--- config.mk ---
export PLATFORM = sky130hd
export DESIGN_NAME = fetch_unit
export DESIGN_NICKNAME = d
export VERILOG_FILES = /design/src/rtl/cpu_pkg.sv /design/src/rtl/fetch_fifo.sv /design/src/rtl/fetch_unit.sv
export SDC_FILE = /design/constraint.sdc
export NUM_CORES = 1
export LEC_CHECK = 0
export CAP_MARGIN = 15
export CORE_ASPECT_RATIO = 0.6
export CORE_UTILIZATION = 35
export DETAILED_ROUTE_END_ITERATION = 12
export SYNTH_ARGS = -nofsm -noshare
export SYNTH_HDL_FRONTEND = slang
export SYNTH_SLANG_ARGS = --single-unit
--- constraint.sdc ---
create_clock -name clk -period 3.5 [get_ports clk]
set_input_delay 0.35 -clock clk [delete_from_list [all_inputs] [get_ports clk]]
set_output_delay 0.35 -clock clk [all_outputs]
set_load 0.005 [all_outputs]
--- src/rtl/cpu_pkg.sv ---
// cpu_pkg: shared front-end types and constants for the CPU pipeline.
package cpu_pkg;
    typedef struct packed {
        logic [31:0] instr;
        logic [31:0] pc;
    } t_fetch_entry;

    typedef enum logic {
        FETCH_RUN,
        FETCH_DRAIN
    } t_fetch_state;

    localparam logic [31:0] NOP_INSTR = 32'h0000_0013;
endpackage

--- src/rtl/fetch_fifo.sv ---
// fetch_fifo: register-based instruction buffer with wrap-around pointers.
module fetch_fifo
    import cpu_pkg::*;
#(
    parameter int DEPTH = 2
) (
    input  logic                       clk,
    input  logic                       rst_n,
    input  logic                       push,
    input  logic                       pop,
    input  logic                       flush,
    input  t_fetch_entry               din,
    output logic [$clog2(DEPTH+1)-1:0] count,
    output t_fetch_entry               head
);
    localparam int CW = $clog2(DEPTH + 1);
    localparam int PW = $clog2(DEPTH);

    t_fetch_entry mem [DEPTH];
    logic [PW-1:0] wr_ptr, rd_ptr;
    logic do_push, do_pop;

    assign do_pop  = pop && count != '0;
    assign do_push = push && (count != CW'(DEPTH) || do_pop);
    assign head    = mem[rd_ptr];

    always_ff @(posedge clk or negedge rst_n) begin
        if (!rst_n) begin
            wr_ptr <= '0;
            rd_ptr <= '0;
            count  <= '0;
            for (int i = 0; i < DEPTH; i++) mem[i] <= '0;
        end else if (flush) begin
            wr_ptr <= '0;
            rd_ptr <= '0;
            count  <= '0;
        end else begin
            if (do_push) begin
                mem[wr_ptr] <= din;
                wr_ptr      <= wr_ptr + 1'b1;
            end
            if (do_pop) rd_ptr <= rd_ptr + 1'b1;
            count <= count + CW'(do_push) - CW'(do_pop);
        end
    end
endmodule

--- src/rtl/fetch_unit.sv ---
// fetch_unit: PC, credit-based imem request issue, response buffering and redirect flush.
module fetch_unit
    import cpu_pkg::*;
#(
    parameter logic [31:0] RESET_PC   = 32'h0000_0000,
    parameter int          FIFO_DEPTH = 2
) (
    input  logic        clk,
    input  logic        rst_n,
    output logic        imem_req_valid,
    input  logic        imem_req_ready,
    output logic [31:0] imem_req_addr,
    input  logic        imem_rsp_valid,
    input  logic [31:0] imem_rsp_data,
    input  logic        redirect_valid,
    input  logic [31:0] redirect_pc,
    output logic        inst_valid,
    input  logic        inst_ready,
    output logic [31:0] instruction,
    output logic [31:0] inst_pc
);
    localparam int CW = $clog2(FIFO_DEPTH + 1);

    t_fetch_state  state, state_next;
    logic [31:0]   pc, rsp_pc, target;
    logic [CW-1:0] outstanding, drop_cnt, fifo_count, outstanding_dec, drop_next;
    logic          req_fire, drop, push, pop;
    t_fetch_entry  head;

    assign target          = {redirect_pc[31:2], 2'b00};
    assign outstanding_dec = outstanding - CW'(imem_rsp_valid);
    assign drop            = imem_rsp_valid && drop_cnt != '0;
    assign push            = imem_rsp_valid && !drop && !redirect_valid;
    assign pop             = inst_valid && inst_ready;
    // Credits count both in-flight words and buffered words, so a response always has a slot.
    assign imem_req_valid  = rst_n && state == FETCH_RUN && !redirect_valid &&
                             ({1'b0, outstanding} + {1'b0, fifo_count}) < (CW+1)'(FIFO_DEPTH);
    assign imem_req_addr   = pc;
    assign req_fire        = imem_req_valid && imem_req_ready;
    assign inst_valid      = fifo_count != '0;
    assign instruction     = head.instr;
    assign inst_pc         = head.pc;

    always_comb begin
        drop_next  = redirect_valid ? outstanding_dec : drop_cnt - CW'(drop);
        state_next = redirect_valid ? (outstanding_dec != '0 ? FETCH_DRAIN : FETCH_RUN)
                                    : (drop_next == '0 ? FETCH_RUN : state);
    end

    always_ff @(posedge clk or negedge rst_n) begin
        if (!rst_n) begin
            state       <= FETCH_RUN;
            pc          <= RESET_PC;
            rsp_pc      <= RESET_PC;
            outstanding <= '0;
            drop_cnt    <= '0;
        end else begin
            state       <= state_next;
            drop_cnt    <= drop_next;
            outstanding <= outstanding_dec + CW'(req_fire);
            if (redirect_valid) begin
                pc     <= target;
                rsp_pc <= target;
            end else begin
                if (req_fire) pc <= pc + 32'd4;
                if (push) rsp_pc <= rsp_pc + 32'd4;
            end
        end
    end

    fetch_fifo #(.DEPTH(FIFO_DEPTH)) u_fifo (
        .clk   (clk),
        .rst_n (rst_n),
        .push  (push),
        .pop   (pop),
        .flush (redirect_valid),
        .din   ('{instr: imem_rsp_data, pc: rsp_pc}),
        .count (fifo_count),
        .head  (head)
    );
endmodule

==> results.yml, run 1 <==
clocking:
  clock_sink_count: 193
  clkLatencyLatePin_ns: 0.45
  post_cts_resized: 0
  clock_pin_transition_on_the_worst_setup_and_hold_timing_paths_ns: 0.07
  cts-root-to-sink-buffers: 2
  ctsHtreeMaxLevel: 4
  numCtsBuffers: 17
  tritoncts: "yes"
  clockRootBuffer: "sky130_fd_sc_hd__clkbuf_16"
  postCtsSetupRepairBufs: 0
run:
  timing.max_cap.violations: 0
detailed_routing:
  number_of_design_rule_violations_left_after_detail_routing: 0
  drt-vias-per-instance: 5.11
  detailedRoute.firstPassIterationCount: 5
  detailedRoute.firstIterationViolations: 365
  via_count: 6489
  postRouteAntennaNets: 0
  drt_wl_total_um: 23900
  drt-wirelength-per-cell_um: 18.8
synthesis:
  synth_cell_type_count: 56
  synth_edf_count: 0
  yosys_warnings: 0
  mappedNetlistArea_um2: 9290
  synth_top_cell_by_area: "sky130_fd_sc_hd__dfrtp_1"
  synth_top_area_share_pct: 52.0
  synth_commonest_cells: "195 x sky130_fd_sc_hd__mux2_2, 193 x sky130_fd_sc_hd__dfrtp_1, 49 x sky130_fd_sc_hd__nand2_1"
  synth.top_cells.by_area: "sky130_fd_sc_hd__dfrtp_1 52%, sky130_fd_sc_hd__mux2_2 24%, sky130_fd_sc_hd__xor2_1 2.6%"
  post_synth_inst_count: 751
  synthesis.area_per_instance_um2: 12.4
  synth-seq-area-share_pct: 52.0
  postSynth.asyncResetShare_pct: 100
  synthMostInstantiatedCell: "sky130_fd_sc_hd__mux2_2"
  ys_ff_latch: 193
  dominantRegCellSynth: "sky130_fd_sc_hd__dfrtp_1"
worst_setup_path:
  slowest_delay_ns: 0.57
  crit_type: "reg2reg"
  crit_arrival_ns: 3.29
  critPathBufInv: 3
  timing.critical_path.to_type: "register"
  crit_path_max_delay_cell_type: "sky130_fd_sc_hd__nor2_1"
  critical_path_most_common_cell: "sky130_fd_sc_hd__nor2_1"
  cp_data_required_time_ns: 3.83
  setup.worst_path.start: "u_fifo.count[0]$_DFF_PN0_"
  cpLargestDelayFamily: "simple AND/OR/NAND/NOR gates"
  timing.critical_path.from_type: "register"
  worst_reg2reg_path_startpoint: "u_fifo.count[0]$_DFF_PN0_"
  crit_path_max_fanout: 18
  worstPathCellList: "inv_1 -> nor2_1 -> fa_1 -> nor4b_1 -> buf_4 -> nand2_2 -> clkinv_1 -> nor2_1 -> o21ai_0 -> o311ai_0"
timing:
  finalMaxSlewViolations: 0
  max_slew_margin_pct: 35.7
  setup_viol_count_final: 0
  final.period_utilization_pct: 84.5
  period_needed_ns: 2.96
  max_slew.worst_pin.slew_ns: 0.964
  timing.final.hold_violations: 0
  rsz0062_at_grt: "false"
  fin_setup_tns_ns: 0
  timing.fmax_ghz: 0.338
  timing.clock.skew_ns: 0.00912
floorplanning:
  die_h_um: 128
  die_w_um: 212
  core_region_area_um2: 25700
  fp.dieArea_um2: 27200
  rows: 45
  top_level_port_count: 168
  initial_core_util_pct: 36.2
grt:
  grt_pass1_vias: 6387
  grt_max_degree: 179
  initial_antenna_violation_count: 1
  grt_first_pass_wirelength_um: 38000
  globalRoute.totalOverflow: 0
  grt_util_all_layers_pct: 18.5
cells_and_area:
  layout-drive-gt1-share_pct: 27.7
  layout-area-overhead-vs-synth_pct: 28.2
  num-nets-final: 982
  filler_cell_count: 2395
power_and_ir_drop:
  pwr_density_cell_nw_per_um2: 722
  power.total_w: 0.00860
  cellLeakagePower_nw: 4.99
  maximum_vdd_drop_uv: 375
placement:
  finalWeightedCongestion: 0.831
  port_buffers: 161
  sum_of_net_half_perimeters_after_detailed_placement_um: 16400
status:
  result_of_the_run: "completed"
min_path:
  hold_path.startpoint: "redirect_valid"
  hold_path_class: "in2reg"
[metrics by stage]
step           hold WS [ns]  utilization (%)  instance area, um^2  instances  worst slack, ns
2_1_floorplan        0.0544                -                 9300        754            0.987
3_3_place_gp          0.219             44.0                11300       1236            0.575
3_5_place_dp          0.220             44.0                11300       1236            0.559
4_1_cts               0.287             46.4                11900       1269            0.501
5_1_grt               0.317             46.4                11900       1270            0.332
6_report              0.309             46.4                11900       1270            0.541
[registers in the layout (all words and copies together), names as in the netlist]
register       count
imem_req_addr     30
u_fifo.wr_ptr      1
rsp_pc            30
u_fifo.count       2
state              1
outstanding        2
drop_cnt           2
u_fifo.rd_ptr      1
u_fifo.mem       124
[worst paths after layout]
path                                                endpoint  slack, ns  depth (start not counted)
worst max-delay path            imem_req_addr[7]$_DFFE_PN0P_       0.54                         10
worst min-delay path               u_fifo.count[1]$_DFF_PN0_       0.31                          2
worst max register to register  imem_req_addr[7]$_DFFE_PN0P_       0.54                         10
max in group asynchronous          u_fifo.mem[5]$_DFFE_PN0P_       1.92                          3
min in group asynchronous       imem_req_addr[4]$_DFFE_PN0P_       0.40                          2
worst min register to register   u_fifo.mem[125]$_DFFE_PN0P_       0.48                          1
[what timing repair did]
item                                   CTS  global route
hold buffers                             1             0
endpoints found under the hold margin   15             0
setup endpoints to repair                0             0
[power by group]
part / internal, W / switching, W
registers: 0.00300 / 0.000472
logic: 0.00203 / 0.00108
clock network: 0.00114 / 0.000873
total: 0.00618 / 0.00243
[kinds of logic after synthesis]
family          Yosys count  synth area share, %
flops                   193                 52.0
other cells               1               0.0404
fa+ha+maj                 8                 1.16
xor+xnor                 48                 4.52
simple gates            182                 10.9
compound gates           63                 4.46
buf+inv                  56                 2.79
mux                     200                 24.2
[cells in the final DEF (no fill, tap or decap), types with 7 or more instances in the layout]
cell type	netlist	final
sky130_fd_sc_hd__xnor2_1	20	20
sky130_fd_sc_hd__dfrtp_1	193	192
sky130_fd_sc_hd__o21ai_0	24	24
sky130_fd_sc_hd__inv_1	12	12
sky130_fd_sc_hd__mux2_2	195	195
sky130_fd_sc_hd__a21boi_0	7	7
sky130_fd_sc_hd__nand3_1	29	29
sky130_fd_sc_hd__clkdlybuf4s50_1	0	159
sky130_fd_sc_hd__nand2_1	49	49
sky130_fd_sc_hd__o211ai_1	11	11
sky130_fd_sc_hd__nand4_1	21	21
sky130_fd_sc_hd__clkbuf_16	0	17
sky130_fd_sc_hd__and3_1	9	9
sky130_fd_sc_hd__nor2_1	22	22
sky130_fd_sc_hd__xor2_1	28	28
sky130_fd_sc_hd__and4_1	8	8
sky130_fd_sc_hd__ha_1	7	7
[cell type report]
cell class	instances	area [um^2]	share of cell area, %
flip-flops and latches	193	4830	40.6
clock buffers	22	494	4.15
clock inverters	10	106	0.893
repair buffers	173	1770	14.8
inverters	14	52.6	0.441
diodes	1	2.50	0.0210
well taps	352	440	3.70
multi-input cells	505	4220	35.4
[worst reg2reg max path, stage by stage, from the launching register on]
cell and delay [ns]:
sky130_fd_sc_hd__dfrtp_1 0.40, sky130_fd_sc_hd__inv_1 0.08, sky130_fd_sc_hd__nor2_1 0.06, sky130_fd_sc_hd__fa_1 0.50, sky130_fd_sc_hd__nor4b_1 0.06, sky130_fd_sc_hd__buf_4 0.17
sky130_fd_sc_hd__nand2_2 0.29, sky130_fd_sc_hd__clkinv_1 0.40, sky130_fd_sc_hd__nor2_1 0.57, sky130_fd_sc_hd__o21ai_0 0.18, sky130_fd_sc_hd__o311ai_0 0.13
[metal layers]
layer | track usage (%) | vias up | wire (um)
met1 | 28.9 | 3304 | 12700
met2 | 24.6 | 163 | 9710
met3 | 4.21 | 21 | 1160
met5 | 0 | - | 0
met4 | 5.67 | 0 | 291
li1 | - | 3001 | -
Power figures use the tool's default switching activity.
==> run 2, diff against run 1 <==
==> constraint.sdc (replaced) <==
create_clock -name clk -period 2.64 [get_ports clk]
set_input_delay 0.264 -clock clk [delete_from_list [all_inputs] [get_ports clk]]
set_output_delay 0.264 -clock clk [all_outputs]
set_load 0.005 [all_outputs]
==> run 2 against run 1 <==
Setup slack got worse by 0.42 ns; first-iteration DRC count decreased by 7.1%; combinational power increased by 36%; global-route usage about the same; critical endpoint is now imem_req_addr[14]$_DFFE_PN0P_.
==> results.yml, run 2 (synthesis results as in run 1) <==
cells_and_area:
  filler_cell_count: 2375
  layout-area-overhead-vs-synth_pct: 31.5
  layout.core_utilization_pct: 47.6
  max_flop_register: "u_fifo.mem"
  largest_reg_flops: 124
  layout-drive-gt1-share_pct: 30.6
  post_layout_nonfiller_instances: 1296
  layout.cells.most_common_list: "195 x sky130_fd_sc_hd__mux2_2, 192 x sky130_fd_sc_hd__dfrtp_1, 158 x sky130_fd_sc_hd__clkdlybuf4s50_1"
  mostFrequentLayoutCell: "sky130_fd_sc_hd__mux2_2"
  num-nets-final: 1008
clocking:
  clockRootBuffer: "sky130_fd_sc_hd__clkbuf_16"
  tritoncts: "yes"
  clock_pin_transition_on_the_worst_setup_and_hold_timing_paths_ns: 0.07
  ctsHtreeMaxLevel: 4
  clock_sink_count: 193
  clkLatencyLatePin_ns: 0.45
  numCtsBuffers: 17
  cts-root-to-sink-buffers: 2
grt:
  grt_first_pass_wirelength_um: 38200
  grt_pass1_vias: 6608
  globalRoute.totalOverflow: 0
  grt_util_all_layers_pct: 18.5
  initial_antenna_violation_count: 1
  grt_max_degree: 79
timing:
  max_slew.worst_pin.slew_ns: 1.00
  period_needed_ns: 2.52
  rsz0062_at_grt: "true"
  layout_setup_ws_ns: 0.118
  timing.clock.skew_ns: 0.00810
  timing.fmax_ghz: 0.397
  max_slew_margin_pct: 33.3
  timing.final.hold_violations: 0
  fin_setup_tns_ns: 0
  setup_viol_count_final: 0
  finalMaxSlewViolations: 0
  final.period_utilization_pct: 95.5
worst_setup_path:
  crit_path_max_fanout: 6
  ff2ff_path_depth: 10
  slowest_delay_ns: 0.53
  crit_path_max_delay_cell_type: "sky130_fd_sc_hd__or4b_4"
  crit_type: "reg2reg"
  cp_data_required_time_ns: 2.97
  timing.critical_path.to_type: "register"
  crit_arrival_ns: 2.86
  timing.critical_path.from_type: "register"
  cpLargestDelayFamily: "simple AND/OR/NAND/NOR gates"
  critPathBufInv: 3
  critical_path_depth: 10
  worstPathCellList: "inv_2 -> nor2_2 -> fa_1 -> or4b_4 -> buf_6 -> nor3_2 -> buf_4 -> nand4_1 -> xnor2_1 -> mux2_2"
power_and_ir_drop:
  power.total_w: 0.0117
  cellLeakagePower_nw: 5.12
  pwr_density_cell_nw_per_um2: 959
  maximum_vdd_drop_uv: 547
status:
  result_of_the_run: "completed"
floorplanning:
  core_region_area_um2: 25700
  initial_core_util_pct: 36.2
  die_h_um: 128
  top_level_port_count: 168
  fp.dieArea_um2: 27200
  rows: 45
  die_w_um: 212
placement:
  total_instance_count_after_detailed_placement: 1259
  finalWeightedCongestion: 0.853
  sum_of_net_half_perimeters_after_detailed_placement_um: 17100
  port_buffers: 161
  post_placement_setup_slack_ns: 0.104
run:
  timing.max_cap.violations: 0
detailed_routing:
  via_count: 6621
  number_of_design_rule_violations_left_after_detail_routing: 0
  drt-wirelength-per-cell_um: 18.5
  detailedRoute.firstPassIterationCount: 5
  drt_wl_total_um: 24000
  drt-vias-per-instance: 5.11
  postRouteAntennaNets: 0
  detailedRoute.firstIterationViolations: 339
min_path:
  hold_path_class: "in2async"
-- run 2: changes by cell type in the layout (fill, tap and decap cells not counted), sizes merged --
cell           delta
buf              +26
clkinv            -8
clkinvlp          +7
clkbuf            -5
bufinv            +3
inv               +3
clkdlybuf4s50     -1
dlygate4sd2       +1
-- run 2: area by class of cell --
class | instances | area [um^2] | area share, %
repair buffers | 199 | 1990 | 16.3
flip-flops and latches | 193 | 4830 | 39.5
clock buffers | 17 | 425 | 3.48
well taps | 352 | 440 | 3.60
multi-input cells | 505 | 4250 | 34.8
clock inverters | 15 | 229 | 1.87
diodes | 1 | 2.50 | 0.0205
inverters | 14 | 56.3 | 0.461
-- run 2: per-layer routing --
layer	part of all wire [%]	global-route usage, %
met2	42	25.3
met1	53	28.6
met3	4.5	4.29
met5	0	0
met4	0.82	4.95
-- run 2: power by group --
part / total, W / leakage (nW) / switching (W) / internal (W)
logic: 0.00424 / 2.41 / 0.00147 / 0.00277
registers: 0.00459 / 2.42 / 0.000614 / 0.00398
clock network: 0.00289 / 0.295 / 0.00120 / 0.00169
total: 0.0117 / 5.12 / 0.00329 / 0.00843
-- run 2: what timing repair did --
item                                   CTS  global route
buffers inserted                         2             1
resized for setup                        8             4
setup endpoints to repair                1            17
pin swaps                                4             4
hold buffers                             1             0
endpoints found under the hold margin   23             0
-- run 2: worst paths after layout --
path	start	to	slack [ns]
worst min register to register	u_fifo.mem[122]$_DFFE_PN0P_	u_fifo.mem[122]$_DFFE_PN0P_	0.49
max in group asynchronous	rst_n	u_fifo.mem[38]$_DFFE_PN0P_	0.92
worst min-delay path	rst_n	rsp_pc[5]$_DFFE_PN0N_	0.25
worst max-delay path	u_fifo.count[0]$_DFF_PN0_	imem_req_addr[14]$_DFFE_PN0P_	0.12
min in group clk	redirect_valid	u_fifo.wr_ptr$_DFFE_PN0P_	0.33
worst max register to register	u_fifo.count[0]$_DFF_PN0_	imem_req_addr[14]$_DFFE_PN0P_	0.12
-- run 2: metrics by stage --
step | hold WS [ns] | area (um^2)
detailed placement | 0.153 | 11500
finish | 0.252 | 12200
floorplan | -0.0316 | 9300
global placement | 0.153 | 11500
global route | 0.255 | 12200
CTS | 0.234 | 12200
==> run 3, diff against run 2 <==
--- a/config.mk
+++ b/config.mk
@@ -9,6 +9,7 @@
 export CORE_ASPECT_RATIO = 0.6
 export CORE_UTILIZATION = 35
 export DETAILED_ROUTE_END_ITERATION = 12
+export MAX_ROUTING_LAYER = met4
 export SYNTH_ARGS = -nofsm -noshare
 export SYNTH_HDL_FRONTEND = slang
 export SYNTH_SLANG_ARGS = --single-unit
==> run 3 against run 2 <==
Via count decreased by 0.26%; sequential power about the same; non-clock buffer count unchanged; highest routed layer unchanged; first-iteration DRC count increased by 2.7%.
==> results.yml, run 3 (synthesis results as in run 1) <==
timing:
  timing.fmax_ghz: 0.396
  max_slew.worst_pin.slew_ns: 1.01
  setup_viol_count_final: 0
  fin_setup_tns_ns: 0
  final.period_utilization_pct: 95.6
  finalMaxSlewViolations: 0
  period_needed_ns: 2.52
  max_slew_margin_pct: 32.4
  rsz0062_at_grt: "true"
  timing.clock.skew_ns: 0.00810
  timing.final.hold_violations: 0
grt:
  globalRoute.totalOverflow: 0
  grt_util_all_layers_pct: 19.0
  initial_antenna_violation_count: 1
  grt_first_pass_wirelength_um: 38100
  grt_max_degree: 79
  grt_pass1_vias: 6615
placement:
  total_instance_count_after_detailed_placement: 1259
  placedInstanceArea_um2: 11500
  finalWeightedCongestion: 0.866
  sum_of_net_half_perimeters_after_detailed_placement_um: 17100
  port_buffers: 161
cells_and_area:
  final_design_area_no_fill_um2: 12200
  post_layout_nonfiller_instances: 1296
  layout.core_utilization_pct: 47.6
  mostFrequentLayoutCell: "sky130_fd_sc_hd__mux2_2"
  layout-area-overhead-vs-synth_pct: 31.5
  layout.cells.most_common_list: "195 x sky130_fd_sc_hd__mux2_2, 192 x sky130_fd_sc_hd__dfrtp_1, 158 x sky130_fd_sc_hd__clkdlybuf4s50_1"
  largest_reg_flops: 124
  max_flop_register: "u_fifo.mem"
  num-nets-final: 1008
  layout-drive-gt1-share_pct: 30.6
detailed_routing:
  via_count: 6604
  number_of_design_rule_violations_left_after_detail_routing: 0
  detailedRoute.firstIterationViolations: 348
  drt_wl_total_um: 24000
  detailedRoute.firstPassIterationCount: 5
  drt-vias-per-instance: 5.10
  drt-wirelength-per-cell_um: 18.5
  postRouteAntennaNets: 0
worst_setup_path:
  crit_type: "reg2reg"
  ff2ff_path_depth: 10
  timing.critical_path.from_type: "register"
  timing.critical_path.to_type: "register"
  crit_arrival_ns: 2.86
  crit_path_max_fanout: 6
  cp_data_required_time_ns: 2.97
floorplanning:
  initial_core_util_pct: 36.2
  top_level_port_count: 168
  core_region_area_um2: 25700
  die_w_um: 212
  fp.dieArea_um2: 27200
  rows: 45
  die_h_um: 128
clocking:
  numCtsBuffers: 17
  clkLatencyLatePin_ns: 0.45
  cts-root-to-sink-buffers: 2
  clock_pin_transition_on_the_worst_setup_and_hold_timing_paths_ns: 0.07
  tritoncts: "yes"
  ctsHtreeMaxLevel: 4
  clockRootBuffer: "sky130_fd_sc_hd__clkbuf_16"
  clock_sink_count: 193
power_and_ir_drop:
  power.share.clock_pct: 24.7
  power.total_w: 0.0117
  p_int_w: 0.00843
  maximum_vdd_drop_uv: 554
  cellLeakagePower_nw: 5.12
  sequential_cell_fraction_of_total_power_pct: 39.1
  switching_share_pct: 28.1
  switchingPower_w: 0.00329
  pwr_density_cell_nw_per_um2: 960
  power_frac_comb_pct: 36.1
status:
  result_of_the_run: "completed"
min_path:
  hold_path_class: "in2async"
run:
  timing.max_cap.violations: 0
run 3: worst max-delay path, stage by stage (launching register included):
cell and delay, ns:
sky130_fd_sc_hd__dfrtp_1 0.39, sky130_fd_sc_hd__inv_2 0.07, sky130_fd_sc_hd__nor2_2 0.04, sky130_fd_sc_hd__fa_1 0.46, sky130_fd_sc_hd__or4b_4 0.53, sky130_fd_sc_hd__buf_6 0.14, sky130_fd_sc_hd__nor3_2 0.09, sky130_fd_sc_hd__buf_4 0.18
sky130_fd_sc_hd__nand4_1 0.12, sky130_fd_sc_hd__xnor2_1 0.15, sky130_fd_sc_hd__mux2_2 0.26
run 3: final cells by class:
type	count	area, um^2
fillers	2375	13500
clock inverters	15	229
clock buffers	17	425
diodes	1	2.50
well taps	352	440
flip-flops and latches	193	4830
repair buffers	199	1990
inverters	14	56.3
multi-input cells	505	4250
run 3: power by group through the flow:
stage / sequential [W] / clock [W] / combinational (W)
CTS: 0.00459 / 0.00298 / 0.00431
floorplan: 0.00444 / 0 / 0.00222
detailed placement: 0.00464 / 0 / 0.00424
global route: 0.00475 / 0.00310 / 0.00462
finish: 0.00459 / 0.00290 / 0.00424
global placement: 0.00461 / 0 / 0.00419
run 3: per-layer routing:
layer / routed length, um / global-route usage [%] / share of wire, %
met1: 12700 / 28.7 / 53
met2: 9930 / 25.3 / 41
met3: 1150 / 4.12 / 4.8
met4: 223 / 4.95 / 0.93
met5: 0 / - / 0
run 3: path summary, 6_finish.rpt:
| kind | slack [ns] | startpoint | to |
|---|---|---|---|
| min reg2reg | 0.49 | u_fifo.mem[122]$_DFFE_PN0P_ | u_fifo.mem[122]$_DFFE_PN0P_ |
| max | 0.12 | u_fifo.count[0]$_DFF_PN0_ | imem_req_addr[14]$_DFFE_PN0P_ |
| min | 0.25 | rst_n | rsp_pc[5]$_DFFE_PN0N_ |
| max in group asynchronous | 0.91 | rst_n | imem_req_addr[20]$_DFFE_PN0P_ |
| min in group clk | 0.34 | redirect_valid | u_fifo.wr_ptr$_DFFE_PN0P_ |
| max reg2reg | 0.12 | u_fifo.count[0]$_DFF_PN0_ | imem_req_addr[14]$_DFFE_PN0P_ |
run 3: repair_timing:
item,CTS,global route
pin swaps,4,4
hold buffers,1,0
setup endpoints to repair,1,17
gates resized for setup,8,4
buffers inserted,2,1
hold endpoints to repair,23,0
run 3: per-stage QoR:
step                hold slack (ns)  setup slack (ns)
detailed placement            0.153             0.104
finish                        0.252             0.116
global placement              0.153             0.114
CTS                           0.234           0.00748
floorplan                   -0.0316             0.127
global route                  0.255          -0.00651
